<file path="src/rtl/latch_seq_pkg.sv">
// Shared types and default phase timing for the latch write sequencer.
// The build macro LATCH_WSEQ_READBACK_EN enables the CHECK state in the top.
package latch_seq_pkg;

    typedef enum logic [2:0] {
        IDLE  = 3'd0,
        SETUP = 3'd1,
        PULSE = 3'd2,
        HOLD  = 3'd3,
        CHECK = 3'd4
    } state_t;

    localparam int DEF_WIDTH     = 8;
    localparam int DEF_SETUP_CYC = 2;
    localparam int DEF_PULSE_CYC = 3;
    localparam int DEF_HOLD_CYC  = 2;
    localparam int DEF_CNT_W     = 4;

endpackage

</file>
<file path="src/rtl/latch_seq_cnt.sv">
// Loadable down-counter shared by the SETUP, PULSE and HOLD phases.
// Saturates at zero so an enable left high in the last cycle cannot wrap.
module latch_seq_cnt #(
    parameter int CNT_W = 4
) (
    input  logic             clk,
    input  logic             rst,
    input  logic             load,
    input  logic             en,
    input  logic [CNT_W-1:0] load_val,
    output logic [CNT_W-1:0] count,
    output logic             zero
);

    always_ff @(posedge clk) begin
        if (rst) begin
            count <= '0;
        end else if (load) begin
            count <= load_val;
        end else if (en && (count != '0)) begin
            count <= count - 1'b1;
        end
    end

    assign zero = (count == '0);

endmodule

</file>
<file path="src/rtl/latch_write_sequencer.sv">
// Turns write/clear requests into setup / gate-pulse / hold waveforms for a NAND D-latch bank.
// Define LATCH_WSEQ_READBACK_EN to add Q readback, a CHECK state, and err/err_sticky outputs.
module latch_write_sequencer
    import latch_seq_pkg::*;
#(
    parameter int WIDTH     = DEF_WIDTH,
    parameter int SETUP_CYC = DEF_SETUP_CYC,
    parameter int PULSE_CYC = DEF_PULSE_CYC,
    parameter int HOLD_CYC  = DEF_HOLD_CYC,
    parameter int CNT_W     = DEF_CNT_W
) (
    input  logic             clk,
    input  logic             rst,
    input  logic             req_valid,
    output logic             req_ready,
    input  logic [WIDTH-1:0] req_data,
    input  logic             req_clr,
    output logic [WIDTH-1:0] lat_d,
    output logic             lat_clk,
    output logic             lat_rst,
    output logic             busy,
    output logic             done
`ifdef LATCH_WSEQ_READBACK_EN
    ,
    input  logic [WIDTH-1:0] lat_q,
    output logic             err,
    output logic             err_sticky
`endif
);

    localparam int CNT_MAX = (1 << CNT_W) - 1;

    if (SETUP_CYC < 1 || SETUP_CYC > CNT_MAX) begin : g_bad_setup
        $error("latch_write_sequencer: SETUP_CYC out of range");
    end
    if (PULSE_CYC < 1 || PULSE_CYC > CNT_MAX) begin : g_bad_pulse
        $error("latch_write_sequencer: PULSE_CYC out of range");
    end
    if (HOLD_CYC < 1 || HOLD_CYC > CNT_MAX) begin : g_bad_hold
        $error("latch_write_sequencer: HOLD_CYC out of range");
    end

    // Handshake: a request transfers on a rising edge where req_valid and req_ready
    // are both high; req_ready is high only in IDLE and nothing is queued while busy.

    state_t           state, state_next;
    logic             cnt_load, cnt_en, cnt_zero;
    logic [CNT_W-1:0] cnt_val, cnt_count;

    logic [WIDTH-1:0] d_next;
    logic             clk_next, rst_next, done_next, finishing;

    latch_seq_cnt #(.CNT_W(CNT_W)) u_cnt (
        .clk      (clk),
        .rst      (rst),
        .load     (cnt_load),
        .en       (cnt_en),
        .load_val (cnt_val),
        .count    (cnt_count),
        .zero     (cnt_zero)
    );

    always_ff @(posedge clk) begin
        if (rst) begin
            state <= IDLE;
        end else begin
            state <= state_next;
        end
    end

    always_comb begin
        state_next = state;
        cnt_load   = 1'b0;
        cnt_en     = 1'b0;
        cnt_val    = '0;
        case (state)
            IDLE: begin
                if (req_valid) begin
                    state_next = SETUP;
                    cnt_load   = 1'b1;
                    cnt_val    = CNT_W'(SETUP_CYC - 1);
                end
            end
            SETUP: begin
                if (cnt_zero) begin
                    state_next = PULSE;
                    cnt_load   = 1'b1;
                    cnt_val    = CNT_W'(PULSE_CYC - 1);
                end else begin
                    cnt_en = 1'b1;
                end
            end
            PULSE: begin
                if (cnt_zero) begin
                    state_next = HOLD;
                    cnt_load   = 1'b1;
                    cnt_val    = CNT_W'(HOLD_CYC - 1);
                end else begin
                    cnt_en = 1'b1;
                end
            end
            HOLD: begin
                if (cnt_zero) begin
`ifdef LATCH_WSEQ_READBACK_EN
                    state_next = CHECK;
`else
                    state_next = IDLE;
`endif
                end else begin
                    cnt_en = 1'b1;
                end
            end
            CHECK:   state_next = IDLE;
            default: state_next = IDLE;
        endcase
    end

    // Latch-side outputs are computed from the next state and registered, so the
    // asynchronous latches only ever see clean flop outputs.
    always_comb begin
        req_ready = (state == IDLE);
        busy      = (state != IDLE);
        finishing = (state != IDLE) && (state_next == IDLE);
        d_next    = lat_d;
        rst_next  = lat_rst;
        if ((state == IDLE) && req_valid) begin
            d_next   = req_clr ? '0 : req_data;
            rst_next = req_clr;
        end
        if (finishing) begin
            rst_next = 1'b0;
        end
        clk_next  = (state_next == PULSE);
        done_next = finishing;
    end

    always_ff @(posedge clk) begin
        if (rst) begin
            lat_d   <= '0;
            lat_clk <= 1'b0;
            lat_rst <= 1'b0;
            done    <= 1'b0;
        end else begin
            lat_d   <= d_next;
            lat_clk <= clk_next;
            lat_rst <= rst_next;
            done    <= done_next;
        end
    end

`ifdef LATCH_WSEQ_READBACK_EN
    // lat_d already holds the expected value (0 for a clear) throughout CHECK.
    logic mismatch;
    assign mismatch = (state == CHECK) && (lat_q != lat_d);

    always_ff @(posedge clk) begin
        if (rst) begin
            err        <= 1'b0;
            err_sticky <= 1'b0;
        end else begin
            err <= mismatch;
            if (mismatch) begin
                err_sticky <= 1'b1;
            end
        end
    end
`endif

endmodule

</file>
<file path="config.mk">
export PLATFORM = sky130hd
export DESIGN_NAME = latch_write_sequencer
export DESIGN_NICKNAME = d
export VERILOG_FILES = /design/src/rtl/latch_seq_pkg.sv /design/src/rtl/latch_seq_cnt.sv /design/src/rtl/latch_write_sequencer.sv
export SDC_FILE = /design/constraint.sdc
export NUM_CORES = 1
export LEC_CHECK = 0
export ABC_AREA = 1
export BUFFER_PORTS_ARGS = -buffer_cell sky130_fd_sc_hd__buf_2
export CORE_UTILIZATION = 51
export CTS_CLUSTER_DIAMETER = 100
export DETAILED_ROUTE_END_ITERATION = 16
export GPL_ROUTABILITY_DRIVEN = 0
export PLACE_DENSITY = 0.8
export SLEW_MARGIN = 5
export SYNTH_ARGS = -nofsm -noshare
export SYNTH_HDL_FRONTEND = slang
export SYNTH_SLANG_ARGS = --single-unit
</file>
<file path="constraint.sdc">
create_clock -name clk -period 1.91 [get_ports clk]
set_clock_uncertainty 0.1 [all_clocks]
set_input_delay 0.0955 -clock clk [delete_from_list [all_inputs] [get_ports clk]]
set_output_delay 0.0955 -clock clk [all_outputs]
set_load 0.02 [all_outputs]
</file>
==> results.md <==
- Status: finished clean
- Initial Utilization: 0.572
- Tmin final: 1.84 ns
- Crit Path Class: reg -> reg
- Yosys top cell by area: dfxtp_1
- Clock Path Buffers: 2
- Vias in the first global route: 670
- Grt total ovfl: 0
- Final Instance Count excl. Fillers: 156
- Avg Inst Size Synth: 8.06 um^2
- Reg2reg end: lat_d[5]
- Post-cts resize count: 0
- H-tree levels: 1
- GRT Total Usage: 0.263
- Hold crit path type: in -> reg
- Worst Hold Depth: 2
- Clock Pin Slew Worst Setup and Hold Paths: 0.10 ns
- DRC viols: 0
- Post-Route Setup TNS: 0 ns
- Die Wd: 41.2 um
- Yosys top cell area share: 0.461
- Fin crit share: 0.966
- Syn Std Cell Area: 782 um^2
- R2R Path Start: state[0]
- Critical path, cell by cell: nor2_4 -> nand3_4 -> nor2_4 -> nand2_1 -> dlygate4sd3_1 -> a21oi_1
- Most frequent CP cell: nor2_4
- Initial antenna violation count: 0
- Global-route wire length before repair: 2.82 mm
- WL per Instance: 13.8 um
- WP data required: 2.04 ns
- Mapped Cells: a little under 100
- CP Launch Type: flip-flop
- Design Area, Final: about 1100 um^2
- CORE AREA: 1370 um^2
- Hold_sp: rst
- Drt first-iter violations: 32
- Area Growth Syn to Fin: 41.0%
- Remaining antenna violation count: 0
- Setup violations, final: 0
- Final Hold Viols: 0
- Detailed Place HPWL: roughly 1.1 mm
- WP data arrival: about 2 ns
- Yosys Warn Count: 0
- Distinct cells, synth: 21
- Vias: 829
- Leading post-synthesis cells by cell area: dfxtp_1, nor2_1, nand3_1
- Syn nets: 110
- Crit Path Max Fanout: 11
- TritonRoute pass-1 iters: 4
- IO Port Bufs: 24
- Pleak: 0.000529 uW
- Antenna diodes: 0
- # clock sinks: 18
- Die Height: between 40 and 50 um
- Filler cells: 90
- Reg-to-reg slack, setup: approximately 0.065 ns
- Max Cap Viol: 0
- Slew Limit Fails: 0
- Routed wire length: 2.15 mm
- CP endpoint kind: flip-flop
- Worst skew pair latency: 0.29 ns
- Crit-path slowest cell: dlygate4sd3_1
- Seq/Total Area, Yosys: 0.461
- Unrepaired setup endpoints after global routing: false
- Share of post-route cells with drive strength above 1: 0.305
- Layout Nets: around 160
- Largest net degree at the start of global routing: 15
- Slowest Stage Delay on Critical Path: 0.56 ns
- Rows: 13
- Seq cells post-synth: 18
- TritonCTS clock tree: done
- TritonCTS buffer count: 3
- Total power: around 770 uW
- Dpl cells: 134
- Max Fclk: 542 MHz
- Drt via density: 5.31
- Die area: 1690 um^2
- Max VDD drop: 0.000721 V
- Pwr per Cell Area: 698 nW/um^2
- Area after DPL: 906 um^2
- Hold worst-path end: state[0]
- Clock root buffer: clkbuf_4
- # IOs: 25
- Reg2reg path depth: 6
-- registers in the layout, summed over array words and instances, names as in the netlist --
register,flops
state,3
lat_clk,1
lat_rst,1
u_cnt.count,4
done,1
lat_d,8
-- layout by cell type, fill, tap and decap left out, types with 4 or more instances in the layout --
cell type and n:
buf_2 24, dfxtp_1 18, nor2_1 16, nand2_1 12
inv_1 11, dlygate4sd3_1 10, nand3_1 9, buf_4 8
a22oi_1 6, a21oi_1 4
-- worst max path at each step --
stage	endpoint	startpoint	slack, ns	cells past startpoint
floorplan	u_cnt.count[1]	u_cnt.count[0]	0.63	8
CTS	lat_d[5]	state[0]	0.06	6
global placement	u_cnt.count[1]	u_cnt.count[0]	0.55	8
global route	lat_d[5]	state[0]	0.002	6
detailed placement	u_cnt.count[1]	u_cnt.count[0]	0.49	8
finish	lat_d[5]	state[0]	0.07	6
-- worst max-delay path: cells and delay by family (launching register included) --
family                 cells  cell delay [ns]
buffers and inverters      1             0.56
AOI/OAI and AO/OA          1             0.12
DFF                        1             0.38
and+or+nand+nor            4             0.62
-- synthesized netlist by cell type --
cell type / number
dfxtp_1: 18
buf_6: 1
nand4_1: 2
clkbuf_1: 1
nor2_1: 16
nand2_2: 1
nand3_1: 9
inv_1: 11
o21ai_2: 1
or2_0: 1
nand3_4: 1
xor2_1: 2
conb_1: 1
a22oi_1: 6
nor2_2: 1
nor2_4: 3
o21ai_0: 3
nor3_1: 2
nand2_1: 12
a21oi_1: 4
ha_1: 1
-- layout make-up --
cell class / instances / area (um^2) / area share
clock buffer: 4 / 36.3 / 0.0329
multi-input combinational: 66 / 365 / 0.331
sequential: 18 / 360 / 0.327
inverter: 11 / 41.3 / 0.0375
timing repair buffer: 42 / 280 / 0.254
tap: 15 / 18.8 / 0.0170
-- per-layer routing --
layer  wire length (um)  GRT usage
met1                902      0.336
met2               1080      0.414
met5                  0          0
met4                 23      0.121
met3                137     0.0652
-- cell families after synthesis --
logic type,Yosys count,share of synthesized area
AO/OA/AOI/OAI,14,0.114
XOR/XNOR,2,0.0224
adder cells (fa/ha/maj),1,0.0160
buffers and inverters,13,0.0720
flip-flops,18,0.461
other,1,0.00480
AND/OR/NAND/NOR,48,0.310
-- per-stage QoR --
step | hold WS, ns | setup slack (ns) | util
2_1_floorplan | 0.0737 | 0.630 | -
3_3_place_gp | 0.230 | 0.553 | 0.663
3_5_place_dp | 0.244 | 0.493 | 0.663
4_1_cts | 0.00307 | 0.0640 | 0.763
5_1_grt | 0.0180 | 0.00195 | 0.807
6_report | 0.0168 | 0.0653 | 0.807
-- power breakdown --
group          switching [uW]  leakage, uW  internal [uW]
logic                    79.0     0.000361           59.9
registers                10.5     0.000147            388
clock network             115    0.0000210            116
total                     205     0.000529            565
-- repair_timing --
action | in CTS | in global routing
buffers inserted | 0 | 8
endpoints found under the setup margin | 0 | 2
hold buffers | 10 | 0
hold endpoints to repair | 8 | 0
No activity file was read; power rests on OpenSTA's default activity.
